<file path="src/rtl/basic_control_sequencer_if.sv">
// Bundles the sequencer's instruction/handshake inputs and its timing and
// control-strobe outputs.
//   master : drives run, ir, exec_done; observes timing, decode and strobes
//   slave  : the sequencer itself (inverse directions)
interface basic_control_sequencer_if;
  logic        run;
  logic [15:0] ir;
  logic        exec_done;
  logic [15:0] t;
  logic [7:0]  d;
  logic        i_bit;
  logic        ar_ld_pc;
  logic        ir_ld_mem;
  logic        pc_inc;
  logic        ar_ld_ir;
  logic        ar_ld_mem;
  logic        rr_exec;
  logic        io_exec;
  logic        mr_exec;
  logic        halted;
  logic        sc_err;

  modport master (
    output run, ir, exec_done,
    input  t, d, i_bit, ar_ld_pc, ir_ld_mem, pc_inc, ar_ld_ir, ar_ld_mem,
           rr_exec, io_exec, mr_exec, halted, sc_err
  );

  modport slave (
    input  run, ir, exec_done,
    output t, d, i_bit, ar_ld_pc, ir_ld_mem, pc_inc, ar_ld_ir, ar_ld_mem,
           rr_exec, io_exec, mr_exec, halted, sc_err
  );
endinterface

</file>
<file path="src/rtl/basic_control_sequencer.sv">
// Timing and control sequencer for the basic computer.
// Holds the start/stop flip-flop S, the 4-bit sequence counter SC, the
// addressing-mode flip-flop I and a sticky SC-overflow flag. Produces
// one-hot timing T0..T15, the opcode decode D0..D7 and the fetch/decode/
// indirect/execute control strobes.
//   clk   : rising-edge clock
//   rst_n : asynchronous active-low reset
//   bus   : slave side of basic_control_sequencer_if
//           (in: run, ir, exec_done; out: t, d, i_bit, strobes, halted, sc_err)
module basic_control_sequencer (
  input  logic                            clk,
  input  logic                            rst_n,
  basic_control_sequencer_if.slave        bus
);

  typedef enum logic {
    ST_HALT = 1'b0,
    ST_RUN  = 1'b1
  } run_state_e;

  run_state_e  s_q, s_d;
  logic [3:0]  sc_q, sc_d;
  logic        i_q, i_d;
  logic        err_q, err_d;

  logic [15:0] t_w;
  logic [7:0]  d_w;
  logic        d7;
  logic        rr_exec_w;
  logic        mr_exec_w;
  logic        hlt;
  logic        sc_clr;

  // Timing decode of SC, gated by S; opcode decode of IR[14:12].
  always_comb begin
    t_w = '0;
    if (s_q == ST_RUN) t_w[sc_q] = 1'b1;
    d_w = '0;
    d_w[bus.ir[14:12]] = 1'b1;
  end

  assign d7        = d_w[7];
  assign rr_exec_w = d7 & ~i_q & t_w[3];
  assign mr_exec_w = ~d7 & (|t_w[15:4]);
  assign hlt       = rr_exec_w & bus.ir[0];
  // Any clear source beats the SC=15 wrap, so exec_done at T15 never
  // raises sc_err.
  assign sc_clr    = (d7 & t_w[3]) | (bus.exec_done & mr_exec_w) | hlt;

  always_comb begin
    s_d   = s_q;
    sc_d  = sc_q;
    i_d   = i_q;
    err_d = err_q;
    unique case (s_q)
      ST_HALT: begin
        sc_d = '0;
        if (bus.run) s_d = ST_RUN;
      end
      ST_RUN: begin
        if (hlt) s_d = ST_HALT;
        if (sc_clr) begin
          sc_d = '0;
        end else begin
          sc_d = sc_q + 4'd1;
          if (sc_q == 4'hF) err_d = 1'b1;
        end
        if (t_w[2]) i_d = bus.ir[15];
      end
      default: s_d = ST_HALT;
    endcase
  end

  always_ff @(posedge clk or negedge rst_n) begin
    if (!rst_n) begin
      s_q   <= ST_HALT;
      sc_q  <= '0;
      i_q   <= 1'b0;
      err_q <= 1'b0;
    end else begin
      s_q   <= s_d;
      sc_q  <= sc_d;
      i_q   <= i_d;
      err_q <= err_d;
    end
  end

  assign bus.t         = t_w;
  assign bus.d         = d_w;
  assign bus.i_bit     = i_q;
  assign bus.ar_ld_pc  = t_w[0];
  assign bus.ir_ld_mem = t_w[1];
  assign bus.pc_inc    = t_w[1];
  assign bus.ar_ld_ir  = t_w[2];
  assign bus.ar_ld_mem = ~d7 & i_q & t_w[3];
  assign bus.rr_exec   = rr_exec_w;
  assign bus.io_exec   = d7 & i_q & t_w[3];
  assign bus.mr_exec   = mr_exec_w;
  assign bus.halted    = (s_q == ST_HALT);
  assign bus.sc_err    = err_q;

endmodule

</file>
<file path="src/flat_wrapper.sv">
// flat-port wrapper written by rule: the top's interface ports become plain ports
module basic_control_sequencer_flat 
  (clk, rst_n, bus_run, bus_ir, bus_exec_done, bus_t, bus_d, bus_i_bit, bus_ar_ld_pc, bus_ir_ld_mem, bus_pc_inc, bus_ar_ld_ir, bus_ar_ld_mem, bus_rr_exec, bus_io_exec, bus_mr_exec, bus_halted, bus_sc_err);
  basic_control_sequencer_if bus_i ();
  input  logic clk;
  input  logic rst_n;
  input wire logic [$bits(bus_i.run)-1:0] bus_run;
  input wire logic [$bits(bus_i.ir)-1:0] bus_ir;
  input wire logic [$bits(bus_i.exec_done)-1:0] bus_exec_done;
  output wire logic [$bits(bus_i.t)-1:0] bus_t;
  output wire logic [$bits(bus_i.d)-1:0] bus_d;
  output wire logic [$bits(bus_i.i_bit)-1:0] bus_i_bit;
  output wire logic [$bits(bus_i.ar_ld_pc)-1:0] bus_ar_ld_pc;
  output wire logic [$bits(bus_i.ir_ld_mem)-1:0] bus_ir_ld_mem;
  output wire logic [$bits(bus_i.pc_inc)-1:0] bus_pc_inc;
  output wire logic [$bits(bus_i.ar_ld_ir)-1:0] bus_ar_ld_ir;
  output wire logic [$bits(bus_i.ar_ld_mem)-1:0] bus_ar_ld_mem;
  output wire logic [$bits(bus_i.rr_exec)-1:0] bus_rr_exec;
  output wire logic [$bits(bus_i.io_exec)-1:0] bus_io_exec;
  output wire logic [$bits(bus_i.mr_exec)-1:0] bus_mr_exec;
  output wire logic [$bits(bus_i.halted)-1:0] bus_halted;
  output wire logic [$bits(bus_i.sc_err)-1:0] bus_sc_err;
  assign bus_i.run = bus_run;
  assign bus_i.ir = bus_ir;
  assign bus_i.exec_done = bus_exec_done;
  assign bus_t = bus_i.t;
  assign bus_d = bus_i.d;
  assign bus_i_bit = bus_i.i_bit;
  assign bus_ar_ld_pc = bus_i.ar_ld_pc;
  assign bus_ir_ld_mem = bus_i.ir_ld_mem;
  assign bus_pc_inc = bus_i.pc_inc;
  assign bus_ar_ld_ir = bus_i.ar_ld_ir;
  assign bus_ar_ld_mem = bus_i.ar_ld_mem;
  assign bus_rr_exec = bus_i.rr_exec;
  assign bus_io_exec = bus_i.io_exec;
  assign bus_mr_exec = bus_i.mr_exec;
  assign bus_halted = bus_i.halted;
  assign bus_sc_err = bus_i.sc_err;
  basic_control_sequencer u_core (.clk(clk), .rst_n(rst_n), .bus(bus_i));
endmodule
</file>
<file path="config.mk">
export PLATFORM = sky130hd
export DESIGN_NAME = basic_control_sequencer_flat
export DESIGN_NICKNAME = d
export VERILOG_FILES = /design/src/rtl/basic_control_sequencer_if.sv /design/src/rtl/basic_control_sequencer.sv /design/src/flat_wrapper.sv
export SDC_FILE = /design/constraint.sdc
export NUM_CORES = 1
export LEC_CHECK = 0
export CORE_MARGIN = 2
export CORE_UTILIZATION = 30
export DETAILED_ROUTE_END_ITERATION = 10
export GPL_ROUTABILITY_DRIVEN = 0
export PLACE_DENSITY = 0.78
export SLEW_MARGIN = 20
export SYNTH_ARGS = -nofsm -noshare
export SYNTH_HDL_FRONTEND = slang
export SYNTH_SLANG_ARGS = --single-unit
</file>
<file path="constraint.sdc">
create_clock -name clk -period 2.1 [get_ports clk]
set_clock_uncertainty 0.05 [all_clocks]
set_input_delay 0.525 -clock clk [delete_from_list [all_inputs] [get_ports clk]]
set_output_delay 0.525 -clock clk [all_outputs]
set_load 0.02 [all_outputs]
</file>
### After elaboration in Yosys (flattened, before gate mapping)

Index checks and enable logic that the tools add are counted.
Widths: inputs -> output; s select.

| storage, ports and cells | value |
|---|---|
| flip-flop bits (word level) | 7 |
| input port bits | 20 |
| output and inout bits | 35 |
| word-level logic and storage cells | 41 |

| operators by class | value |
|---|---|
| add/subtract/negate cells | 1 |
| magnitude comparators | 4 |
| equality and inequality tests | 1 |
| multiplexer cells | 10 |
| bitwise gates (word level) | 16 |
| reductions and logical operators | 5 |

Operators by type and width:

| kind | number |
|---|---|
| $mux 16 | 1 |
| $reduce_or 12->1 | 1 |
| $and 1x1->1 | 10 |
| $pmux 4 s2 | 1 |
| $lt 4x5->1 const B | 1 |
| $add 4x1->4 const B | 1 |
| $demux 1 s4 | 1 |
| $eq 4x4->1 const B | 1 |
| $ge 4x1->1 const B | 1 |
| $lt 3x4->1 const B | 1 |
| $mux 1 | 4 |
| $mux 4 | 1 |
| $not 1->1 | 4 |
| $demux 1 s3 | 1 |
| $ge 3x1->1 const B | 1 |
| $reduce_and 3->1 | 1 |
| $logic_and 1x1->1 | 2 |
| $or 1x1->1 | 2 |
| $pmux 1 s2 | 1 |
| $reduce_and 2->1 | 1 |

### Longest topological paths before layout

Gate-level depths: netlist of the first run.

| logic depth | value |
|---|---|
| word-level depth | 12 |
| gate-level depth with buffers | 5 |
| gate-level depth less buffers | 5 |

### Worst setup path after synthesis of the first run

OpenSTA, ideal clock, no wires.

| timing | value |
|---|---|
| path type | register to output |
| from | reg u_core.sc_q[0] |
| to | out bus_ar_ld_mem |
| arrival time | 1589 ps |
| required time | 1525 ps |
| slack | -64 ps |
| cell stages (with the launch flop) | 5 |
| path buffers | 0 |
| path through | dfrtp_1 -> ha_1 -> nand2_1 -> nor3_1 -> and3_1 |

| between the ends | value |
|---|---|
| cells in the longest elaborated chain, start to end | 6 |
| elaborated cells on any way between the ends | 7 |
| those cells by class | order compare (2); mux (3); bitwise (1); reduce/logical (1) |

Ends and longest elaborated chain:

| what | line | RTL |
|---|---|---|
| start: declaration | basic_control_sequencer.sv:22 | `logic [3:0] sc_q, sc_d;` |
| start signal: assignment | basic_control_sequencer.sv:77 | `sc_q <= '0;` |
| start signal: assignment | basic_control_sequencer.sv:82 | `sc_q <= sc_d;` |
| $lt 4x5->1 (implied by the code) / $ge 4x1->1 (equally long branches) | basic_control_sequencer.sv:37 | `if (s_q == ST_RUN) t_w[sc_q] = 1'b1;` |
| $logic_and 1x1->1 (implied by the code) | basic_control_sequencer.sv:37 |  |
| $mux 1 (implied by the code) | basic_control_sequencer.sv:37 |  |
| $demux 1 s4 (*) | -- |  |
| $mux 16 (*) | basic_control_sequencer.sv:37 |  |
| named net bus_t[3] | flat_wrapper.sv:10 | `output wire logic [$bits(bus_i.t)-1:0] bus_t;` |
| $and 1x1->1 (*) | basic_control_sequencer.sv:95 | `assign bus.ar_ld_mem = ~d7 & i_q & t_w[3];` |
| end: declaration | flat_wrapper.sv:17 | `output wire logic [$bits(bus_i.ar_ld_mem)-1:0] bus_ar_ld_mem;` |

Mark *: on every way through the listed nets, which the timed path passes. The rest lies on a longest branch.

### Worst setup path in the final report of the first run

| timing | value |
|---|---|
| from | in bus_ir[12] |
| to | out bus_io_exec |

| between the ends | value |
|---|---|
| cells in the longest elaborated chain, start to end | 6 |
| elaborated cells on any way between the ends | 7 |
| those cells by class | order compare (2); mux (2); bitwise (2); reduce/logical (1) |

Ends and longest elaborated chain:

| what | line | RTL |
|---|---|---|
| start: declaration | flat_wrapper.sv:8 | `input wire logic [$bits(bus_i.ir)-1:0] bus_ir;` |
| $lt 3x4->1 (implied by the code) / $ge 3x1->1 (equally long branches) | basic_control_sequencer.sv:39 | `d_w[bus.ir[14:12]] = 1'b1;` |
| $logic_and 1x1->1 (implied by the code) | basic_control_sequencer.sv:39 |  |
| $mux 1 (implied by the code) | basic_control_sequencer.sv:39 |  |
| $demux 1 s3 (*) | -- |  |
| $and 1x1->1 (*) (2 in a row) | basic_control_sequencer.sv:97 | `assign bus.io_exec = d7 & i_q & t_w[3];` |
| end: declaration | flat_wrapper.sv:19 | `output wire logic [$bits(bus_i.io_exec)-1:0] bus_io_exec;` |

Mark *: on every way between the ends. The rest lies on a longest branch, timed or not.

==> impl_metrics.csv, run 1 <==
group,metric,value,unit
synthesis,syn_area_per_cell,8.018,um2
setup_path,crit_arrival,1520,ps
global_route,grt_pass1_vias,749,
floorplanning,io_pins,55,
synthesis,synth_top_family_by_area,"simple AND/OR/NAND/NOR gates",
synthesis,yosys_warnings,0,
synthesis,synth_top_cell_by_area,"dfrtp_1",
synthesis,async_flop_share,100.0,%
power,seq_power_share,17.0,%
setup_path,cp.required,1520,ps
timing,timing.setup.tns,0,ps
power,power.total,0.001567,W
power,ir_drop,0.7396,mV
setup_path,r2r-end,"u_core.sc_q[2]",
cts,clockBufferDepth,2,
cts,htree_levels,1,
place,dp.final_hpwl,1.599,mm
power,swShare,49.30,%
synthesis,synth_cell_types,27,
detailed_routing,wl_per_cell,13.28,um
synthesis,synth_top_cells_by_area,"dfrtp_1, nor2_1, ha_1, nor3_1, buf_4",
synthesis,syn-num-nets,100,
min_path,hp-class,"register to register",
final_layout,register_area,177.7,um2
final_layout,final_nets,167,
synthesis,synth_common_cells,"nor2_1, nand2_1, dfrtp_1, nor3_1",
setup_path,r2r-start,"u_core.sc_q[1]",
setup_path,start_kind,"input pin",
timing,finalCriticalPeriod,2094,ps
cts,clk_pin_slew,50,ps
synthesis,synth_top_area_share,28.75,%
min_path,holdPathStages,1,
synthesis,synth_compound_area_share,2.053,%
detailed_routing,detail-route-antenna-nets,0,
cts,cts_made_buffers,3,
synthesis,netlist_area,609.3,um2
timing,slew_headroom,72.92,%
synthesis,synth_mux_area_share,1.848,%
detailed_routing,dr_total_vias,785,
synthesis,netlist_instances,76,
synthesis,yosys.area_share.adder,8.214,%
setup_path,critPathKind,"input pin to primary output",
timing,slew_violations,0,
timing,tightest_slew,405.1,ps
setup_path,cp-end-kind,"primary output",
power,p_int,0.0007947,W
place,port-buffer-count,43,
detailed_routing,drt_iter0_markers,6,
detailed_routing,dr.pass1.iters,4,
timing,setup_violations,0,
final_layout,final_cells,169,
setup_path,cp_max_fo,3,
min_path,holdPathEnd,"u_core.bus.sc_err",
synthesis,yosys.area_share.simple,45.38,%
timing,fmax,477.6,MHz
final_layout,n_antenna_cell,0,
floorplanning,die_area,0.002407,mm2
power,p_sw,0.0007726,W
power,pwr-share-clk,7.2,%
synthesis,ys_ff_latch,7,
power,combPwrFrac,75.7,%
cts,cts_tree,"built",
setup_path,r2r_cells,10,
cts,cts_root_buf,"clkbuf_4",
cts,clock_latency,240,ps
synthesis,synthFlopType,"dfrtp_1",
status,outcome,"finished, final reports clean",
power,powerDensity,1260,mW/mm2
synthesis,synthMostInstantiatedCell,"nor2_1",
timing,finalHoldViolations,0,
floorplanning,initial_utilization,31.38,%
global_route,grt_max_degree,8,
global_route,grt_antenna_before_repair,0,
final_layout,fillerInstances,178,
floorplanning,die_w,49.07,um
final_layout,layout-drive-gt1-share,53.52,%
floorplanning,die_y,49.07,um
detailed_routing,drc,0,
final_layout,multi_input_area,469.2,um2
min_path,hold_start,"u_core.bus.sc_err",
floorplanning,coreArea,0.001942,mm2
timing,fin_crit_sh,99.70,%
setup_path,startpoint,"bus_ir[12]",
place,place_inst,159,
synthesis,synth_edf_count,0,
setup_path,regToRegSetupSlack,200,ps
detailed_routing,vias_per_cell,4.645,
global_route,grt_use_total,17.65,%
flow_run,drv_cap,0,
timing,rsz0062_at_grt,"yes",
synthesis,synth_xor_area_share,2.875,%
power,p_leak,0.6391,nW
global_route,grt-ovfl-total,0,
global_route,grt_pass1_wl,3.394,mm
synthesis,ys_seq_area_share,28.75,%
final_layout,syn2layout_area_growth,104.1,%
timing,setup_ws,6.384,ps
place,post-place-ws,-557.2,ps
floorplanning,rows,16,
cts,numClockSinks,7,
detailed_routing,drt-total-wl,2.245,mm
through the flow:
stage	hold WS [ps]	cell area [um2]	util [%]
final	416.9	1244	64.05
after floorplan	179.4	624.3	-
after global routing	455.4	1244	64.05
after detailed placement	405.4	1187	61.15
after global placement	394.1	1187	61.15
after CTS	415.9	1242	63.98
repair_timing:
action                                 in CTS  in global routing
setup endpoints to repair                  33                 28
endpoints found under the hold margin       0                  0
hold buffers                                0                  0
buffers inserted                            6                  0
cloned                                      0                  0
pin swaps                                   4                  5
gates resized for setup                    94                 51
how the worst max path moves through the flow:
stage	end	slack, ps	depth (start not counted)
after global routing	bus_io_exec	-50	5
after detailed placement	bus_rr_exec	-560	5
final	bus_io_exec	6	5
after global placement	bus_rr_exec	-550	5
after CTS	bus_mr_exec	-80	5
after floorplan	bus_t[0]	30	5
critical path, cell delays in order:
cell and delay, ps:
dlygate4sd2_1 230, nand3_2 130, nor4_4 320, and2_4 200
buf_6 110
sequential cells by signal, summed over array words and instances, names as in the netlist:
name               count
u_core.sc_q            4
u_core.bus.i_bit       1
u_core.s_q             1
u_core.bus.sc_err      1
metal layers:
metal | global-route usage, % | vias up | routed length (um)
li1 | - | 394 | -
met1 | 21.33 | 361 | 976
met2 | 31.98 | 28 | 1159
met3 | 2.147 | 2 | 90
met4 | 5.714 | 0 | 19
met5 | 0 | - | 0
cells by family (layout without fill, tap and decap cells):
logic type / after synthesis / after routing
AO/OA/AOI/OAI: 2 / 2
XOR/XNOR: 2 / 2
adder cells (fa/ha/maj): 4 / 4
buffers and inverters: 11 / 77
flip-flops: 7 / 7
multiplexers: 1 / 1
AND/OR/NAND/NOR: 49 / 49
layout by cell type (no fill, tap or decap), drive strengths merged:
master | Yosys | final
xor2 | 1 | 1
and3b | 2 | 2
ha | 4 | 4
mux2 | 1 | 1
nor3b | 3 | 3
nand2 | 8 | 8
clkbuf | 0 | 8
dlygate4sd2 | 0 | 8
nor4b | 1 | 1
and3 | 1 | 1
dfrtp | 7 | 7
nor3 | 7 | 7
and4bb | 1 | 1
nor4 | 5 | 5
a21o | 1 | 1
buf | 7 | 46
a21oi | 1 | 1
or4 | 1 | 1
nand2b | 2 | 2
inv | 4 | 4
nand3 | 2 | 2
and2 | 1 | 1
xnor2 | 1 | 1
nor2 | 15 | 15
dlygate4sd1 | 0 | 1
clkdlybuf4s50 | 0 | 7
clkdlybuf4s15 | 0 | 3
power groups by stage:
stage	sequential [W]	clock [W]	combinational, W
final	0.000267	0.000113	0.00119
after global routing	0.000279	0.000128	0.00128
after CTS	0.000247	0.000118	0.00110
after detailed placement	0.000255	0	0.00110
after global placement	0.000253	0	0.00107
after floorplan	0.000257	0	0.000603
area by class of cell:
cell class / instances / share of cell area, %
repair buffers: 69 / 41.95
multi-input cells: 58 / 37.73
flip-flops and latches: 7 / 14.29
well taps: 27 / 2.716
clock buffers: 4 / 2.113
inverters: 4 / 1.207
(Power assumes the default switching activity.)
==> inputs of run 2 (changes only) <==
--- a/config.mk
+++ b/config.mk
@@ -5,7 +5,6 @@
 export SDC_FILE = /design/constraint.sdc
 export NUM_CORES = 1
 export LEC_CHECK = 0
-export CORE_MARGIN = 2
 export CORE_UTILIZATION = 30
 export DETAILED_ROUTE_END_ITERATION = 10
 export GPL_ROUTABILITY_DRIVEN = 0
==> run 2 against run 1 <==
Net effect:
- the flow now finishes with violations (setup timing)
- maximum frequency down 0.65%
- via count rose by 1.3%
- die area is 8.0% lower
- power increased by 4.6%
- highest routed layer unchanged
- largest cell class unchanged
- hold slack worse by 13 ps
- final cell count down 0.59%
==> impl_metrics.csv, run 2 (synthesis results as in run 1) <==
group,metric,value,unit
status,outcome,"complete, but fails checks",
status,violations,"setup timing",
global_route,grt_pass1_vias,785,
global_route,grt_antenna_before_repair,0,
setup_path,cp.required,1520,ps
floorplanning,die_w,47.07,um
setup_path,r2r-start,"u_core.sc_q[0]",
min_path,hold_start,"u_core.bus.sc_err",
cts,cts_tree,"built",
cts,clock_latency,240,ps
timing,fmax,474.6,MHz
timing,setup_violations,2,
final_layout,n_antenna_cell,0,
final_layout,largest_register,"u_core.sc_q",
cts,htree_levels,1,
min_path,holdPathStages,1,
flow_run,drv_cap,0,
floorplanning,io_pins,55,
setup_path,crit_arrival,1530,ps
timing,hold_slack,404.2,ps
place,post-place-ws,-570.5,ps
setup_path,cp-end-kind,"primary output",
timing,setup_ws,-7.256,ps
floorplanning,rows,15,
detailed_routing,drt-total-wl,2.259,mm
cts,cts_made_buffers,3,
timing,rsz0062_at_grt,"yes",
final_layout,syn2layout_area_growth,106.2,%
cts,numClockSinks,7,
final_layout,layout-drive-gt1-share,55.24,%
power,p_leak,0.6652,nW
timing,tightest_slew,444.9,ps
final_layout,largest_register_ffs,4,
floorplanning,initial_utilization,33.47,%
cts,hold_buffers,0,
timing,fin_crit_sh,100.3,%
detailed_routing,detail-route-antenna-nets,0,
detailed_routing,dr_total_vias,795,
detailed_routing,dr.pass1.iters,3,
power,powerDensity,1305,mW/mm2
timing,slew_violations,0,
timing,slew_headroom,70.26,%
final_layout,final_common_cell,"buf_4",
setup_path,regToRegSetupSlack,80,ps
power,ir_drop,0.8772,mV
cts,clockBufferDepth,2,
detailed_routing,vias_per_cell,4.732,
timing,finalHoldViolations,0,
place,port-buffer-count,43,
setup_path,r2r_cells,10,
cts,clk_pin_slew,50,ps
setup_path,r2r-end,"u_core.bus.i_bit",
floorplanning,die_y,47.07,um
place,dp.final_hpwl,1.751,mm
final_layout,final_nets,168,
timing,finalCriticalPeriod,2107,ps
floorplanning,coreArea,0.001821,mm2
min_path,holdPathEnd,"u_core.bus.sc_err",
floorplanning,die_area,0.002215,mm2
global_route,grt_max_degree,8,
detailed_routing,drt_iter0_markers,8,
setup_path,start_kind,"register",
setup_path,cp_max_fo,4,
detailed_routing,wl_per_cell,13.45,um
global_route,grt_use_total,22.26,%
min_path,hp-class,"register to register",
final_layout,mostFrequentLayoutCells,"buf_4, nor2_1, buf_2",
cts,cts_root_buf,"clkbuf_4",
detailed_routing,drc,0,
global_route,grt-ovfl-total,0,
global_route,grt_pass1_wl,3.456,mm
setup_path,critPathKind,"register to primary output",
==> run 2: routing by layer <==
| metal | vias up | part of all wire (%) | routed length, um | global-route usage (%) |
|---|---|---|---|---|
| met4 | 0 | 0.44 | 10 | 10.29 |
| met2 | 27 | 52 | 1175 | 39.72 |
| met3 | 2 | 6.9 | 155 | 4.231 |
| met1 | 375 | 41 | 918 | 25.53 |
| met5 | - | 0 | 0 | 0 |
| li1 | 391 | - | - | - |
==> run 2: how the worst max path moves through the flow <==
stage / from / to / slack (ps)
after floorplan: u_core.sc_q[0] / bus_t[0] / 30
after global placement: bus_ir[14] / bus_rr_exec / -550
after detailed placement: bus_ir[14] / bus_io_exec / -570
after CTS: u_core.sc_q[0] / bus_t[8] / -40
after global routing: u_core.sc_q[0] / bus_t[2] / -80
final: u_core.sc_q[0] / bus_t[2] / -7
==> run 2: where the power goes <==
group	switching, W	internal [W]
logic	0.000658	0.000581
registers	0.0000860	0.000198
clock network	0.0000441	0.0000721
total	0.000789	0.000851
==> run 2: worst max-delay path, stage by stage, from the launching register on <==
cell     delay (ps)
dfrtp_2         450
inv_2           100
ha_2            210
buf_4           120
nand2_2          90
nor3_4          160
buf_4           170
==> run 2: layout make-up <==
class                   instances  area, um2
clock buffers                   4      26.28
flip-flops and latches          7      177.7
multi-input cells              58      460.4
fillers                       161      564.3
repair buffers                 70      545.5
well taps                      25      31.28
inverters                       4      15.01
==> run 2: through the flow <==
step / cell area (um2) / TNS [ps] / total power [W] / cells / utilization [%]
floorplan: 624.3 / 0 / 0.0008600 / 76 / -
global placement: 1192 / -6663 / 0.001331 / 158 / 65.50
detailed placement: 1192 / -7808 / 0.001381 / 158 / 65.50
CTS: 1224 / -78.02 / 0.001568 / 167 / 67.22
global route: 1256 / -596.6 / 0.001761 / 168 / 69.00
finish: 1256 / -12.75 / 0.001639 / 168 / 69.00
==> run 2: timing repair <==
action	CTS	global route
pin swaps	7	4
setup buffers	5	1
resized for setup	123	26
endpoints found under the setup margin	32	28
==> inputs of run 3 (changes only) <==
--- a/config.mk
+++ b/config.mk
@@ -8,7 +8,7 @@
 export CORE_UTILIZATION = 30
 export DETAILED_ROUTE_END_ITERATION = 10
 export GPL_ROUTABILITY_DRIVEN = 0
-export PLACE_DENSITY = 0.78
+export PLACE_DENSITY = 0.76
 export SLEW_MARGIN = 20
 export SYNTH_ARGS = -nofsm -noshare
 export SYNTH_HDL_FRONTEND = slang
==> run 3 against run 2 <==
Net effect:
- the flow still finishes with violations (setup timing)
- maximum frequency is 0.32% higher
- clock power increased by 5%
- wire length up 3.3%
- critical path depth fell by 1
- via count increased by 1.6%
- critical path type unchanged
- critical endpoint is now bus_mr_exec
- largest cell class unchanged
- largest power group unchanged
==> impl_metrics.csv, run 3 (synthesis results as in run 1) <==
group,metric,value,unit
setup_path,cp-end-kind,"primary output",
global_route,grt_pass1_vias,719,
floorplanning,die_area,0.002215,mm2
min_path,hp-class,"register to register",
setup_path,r2r-start,"u_core.sc_q[0]",
timing,setup_ws,-0.6313,ps
floorplanning,die_y,47.07,um
final_layout,mostFrequentLayoutCells,"buf_4, nor2_1, buf_2",
power,powerDensity,1327,mW/mm2
final_layout,syn2layout_area_growth,124.6,%
place,port-buffer-count,43,
detailed_routing,drt_iter0_markers,3,
cts,clockBufferDepth,2,
timing,fin_crit_sh,100.0,%
timing,tightest_slew,438.4,ps
setup_path,r2r-end,"u_core.bus.i_bit",
cts,clock_latency,250,ps
power,p_leak,0.6664,nW
cts,cts_root_buf,"clkbuf_4",
power,ir_drop,1.123,mV
floorplanning,die_w,47.07,um
cts,cts_made_buffers,3,
setup_path,critPathKind,"register to primary output",
setup_path,crit_arrival,1530,ps
global_route,grt_use_total,20.96,%
status,violations,"setup timing",
cts,hold_buffers,0,
setup_path,r2r_cells,8,
global_route,use_met1,22.62,%
final_layout,largest_register_ffs,4,
setup_path,cp.required,1520,ps
global_route,top_usage_layer,"met2",
final_layout,multi_input_area,519.2,um2
cts,clk_pin_slew,50,ps
setup_path,cp_max_fo,4,
timing,fmax,476.0,MHz
cts,numClockSinks,7,
global_route,grt_antenna_before_repair,0,
timing,rsz0062_at_grt,"yes",
min_path,hold_start,"u_core.bus.sc_err",
final_layout,fin_area,0.001369,mm2
final_layout,final_nets,170,
final_layout,n_antenna_cell,0,
detailed_routing,dr_total_vias,808,
global_route,grt_max_degree,8,
timing,finalHoldViolations,0,
detailed_routing,drc,0,
cts,htree_levels,1,
min_path,holdPathEnd,"u_core.bus.sc_err",
global_route,grt_pass1_wl,3.174,mm
floorplanning,coreArea,0.001821,mm2
detailed_routing,detail-route-antenna-nets,0,
floorplanning,initial_utilization,33.47,%
timing,timing.setup.tns,-0.6313,ps
final_layout,largest_register,"u_core.sc_q",
place,dp.final_hpwl,1.634,mm
detailed_routing,dr.pass1.iters,4,
timing,slew_headroom,70.70,%
final_layout,fillerInstances,140,
floorplanning,io_pins,55,
detailed_routing,wl_per_cell,13.72,um
final_layout,layout-drive-gt1-share,66.90,%
detailed_routing,vias_per_cell,4.753,
detailed_routing,drt-total-wl,2.333,mm
final_layout,final_common_cell,"buf_4",
timing,finalCriticalPeriod,2101,ps
global_route,use_met2,40.56,%
global_route,grt-ovfl-total,0,
global_route,use_met3,1.538,%
timing,setup_violations,1,
place,placed_area,0.001200,mm2
min_path,holdPathStages,1,
setup_path,start_kind,"register",
floorplanning,rows,15,
timing,slew_violations,0,
setup_path,regToRegSetupSlack,310,ps
status,outcome,"complete, but fails checks",
final_layout,register_area,180.2,um2
cts,cts_tree,"built",
flow_run,drv_cap,0,
-- run 3: cell types whose count changed in the layout (fill, tap and decap cells not counted), moves of 3 or more --
| cell | before | now |
|---|---|---|
| nand2_4 | 0 | 3 |
| dlygate4sd2_1 | 8 | 1 |
| buf_6 | 4 | 10 |
| buf_4 | 35 | 32 |
| clkdlybuf4s15_2 | 0 | 7 |
-- run 3: per-stage QoR --
| stage | total power [W] | instances | hold WS [ps] | utilization (%) | setup WS (ps) |
|---|---|---|---|---|---|
| floorplan | 0.0008600 | 76 | 179.4 | - | 29.57 |
| global placement | 0.001346 | 159 | 410.4 | 65.91 | -574.2 |
| detailed placement | 0.001381 | 159 | 417.6 | 65.91 | -602.8 |
| CTS | 0.001621 | 166 | 429.3 | 70.24 | -67.15 |
| global route | 0.001936 | 170 | 445.5 | 75.19 | -73.87 |
| finish | 0.001816 | 170 | 418.1 | 75.19 | -0.6313 |
-- run 3: area by class of cell --
cell class / count / area share [%]
Clock buffer: 3 / 1.645
Clock inverter: 1 / 0.3656
Timing Repair Buffer: 72 / 43.33
Multi-Input combinational cell: 58 / 37.93
Tap cell: 25 / 2.285
Sequential cell: 7 / 13.16
Inverter: 4 / 1.280
-- run 3: how the worst max path moves through the flow --
stage               cells after the start          end  slack (ps)           start
floorplan                               5     bus_t[0]          30  u_core.sc_q[0]
global placement                        5  bus_io_exec        -570      bus_ir[14]
detailed placement                      5  bus_io_exec        -600      bus_ir[14]
CTS                                     6  bus_mr_exec         -70  u_core.sc_q[0]
global route                            6  bus_mr_exec         -70  u_core.sc_q[0]
finish                                  5  bus_mr_exec        -0.6  u_core.sc_q[0]
-- run 3: per-layer routing --
layer | part of all wire [%] | vias up
met1 | 37 | 374
met3 | 5.6 | 8
li1 | - | 393
met4 | 3.6 | 0
met5 | 0 | -
met2 | 54 | 33
-- run 3: critical path: stages (launching register included) --
cell and delay (ps):
dfrtp_2 440, buf_4 150, ha_4 160, nor4_4 300
nor4_2 60, buf_4 160
-- run 3: report_power, final --
part	switching (W)	internal, W
registers	0.0000950	0.000201
logic	0.000715	0.000683
clock network	0.0000522	0.0000696
total	0.000863	0.000954
-- run 3: what timing repair did --
item                                    4_1_cts  5_1_grt
pin swaps                                     5        7
setup buffers                                 3        4
gates resized for setup                     157       35
endpoints found under the setup margin       32       19
cloned                                        0        0
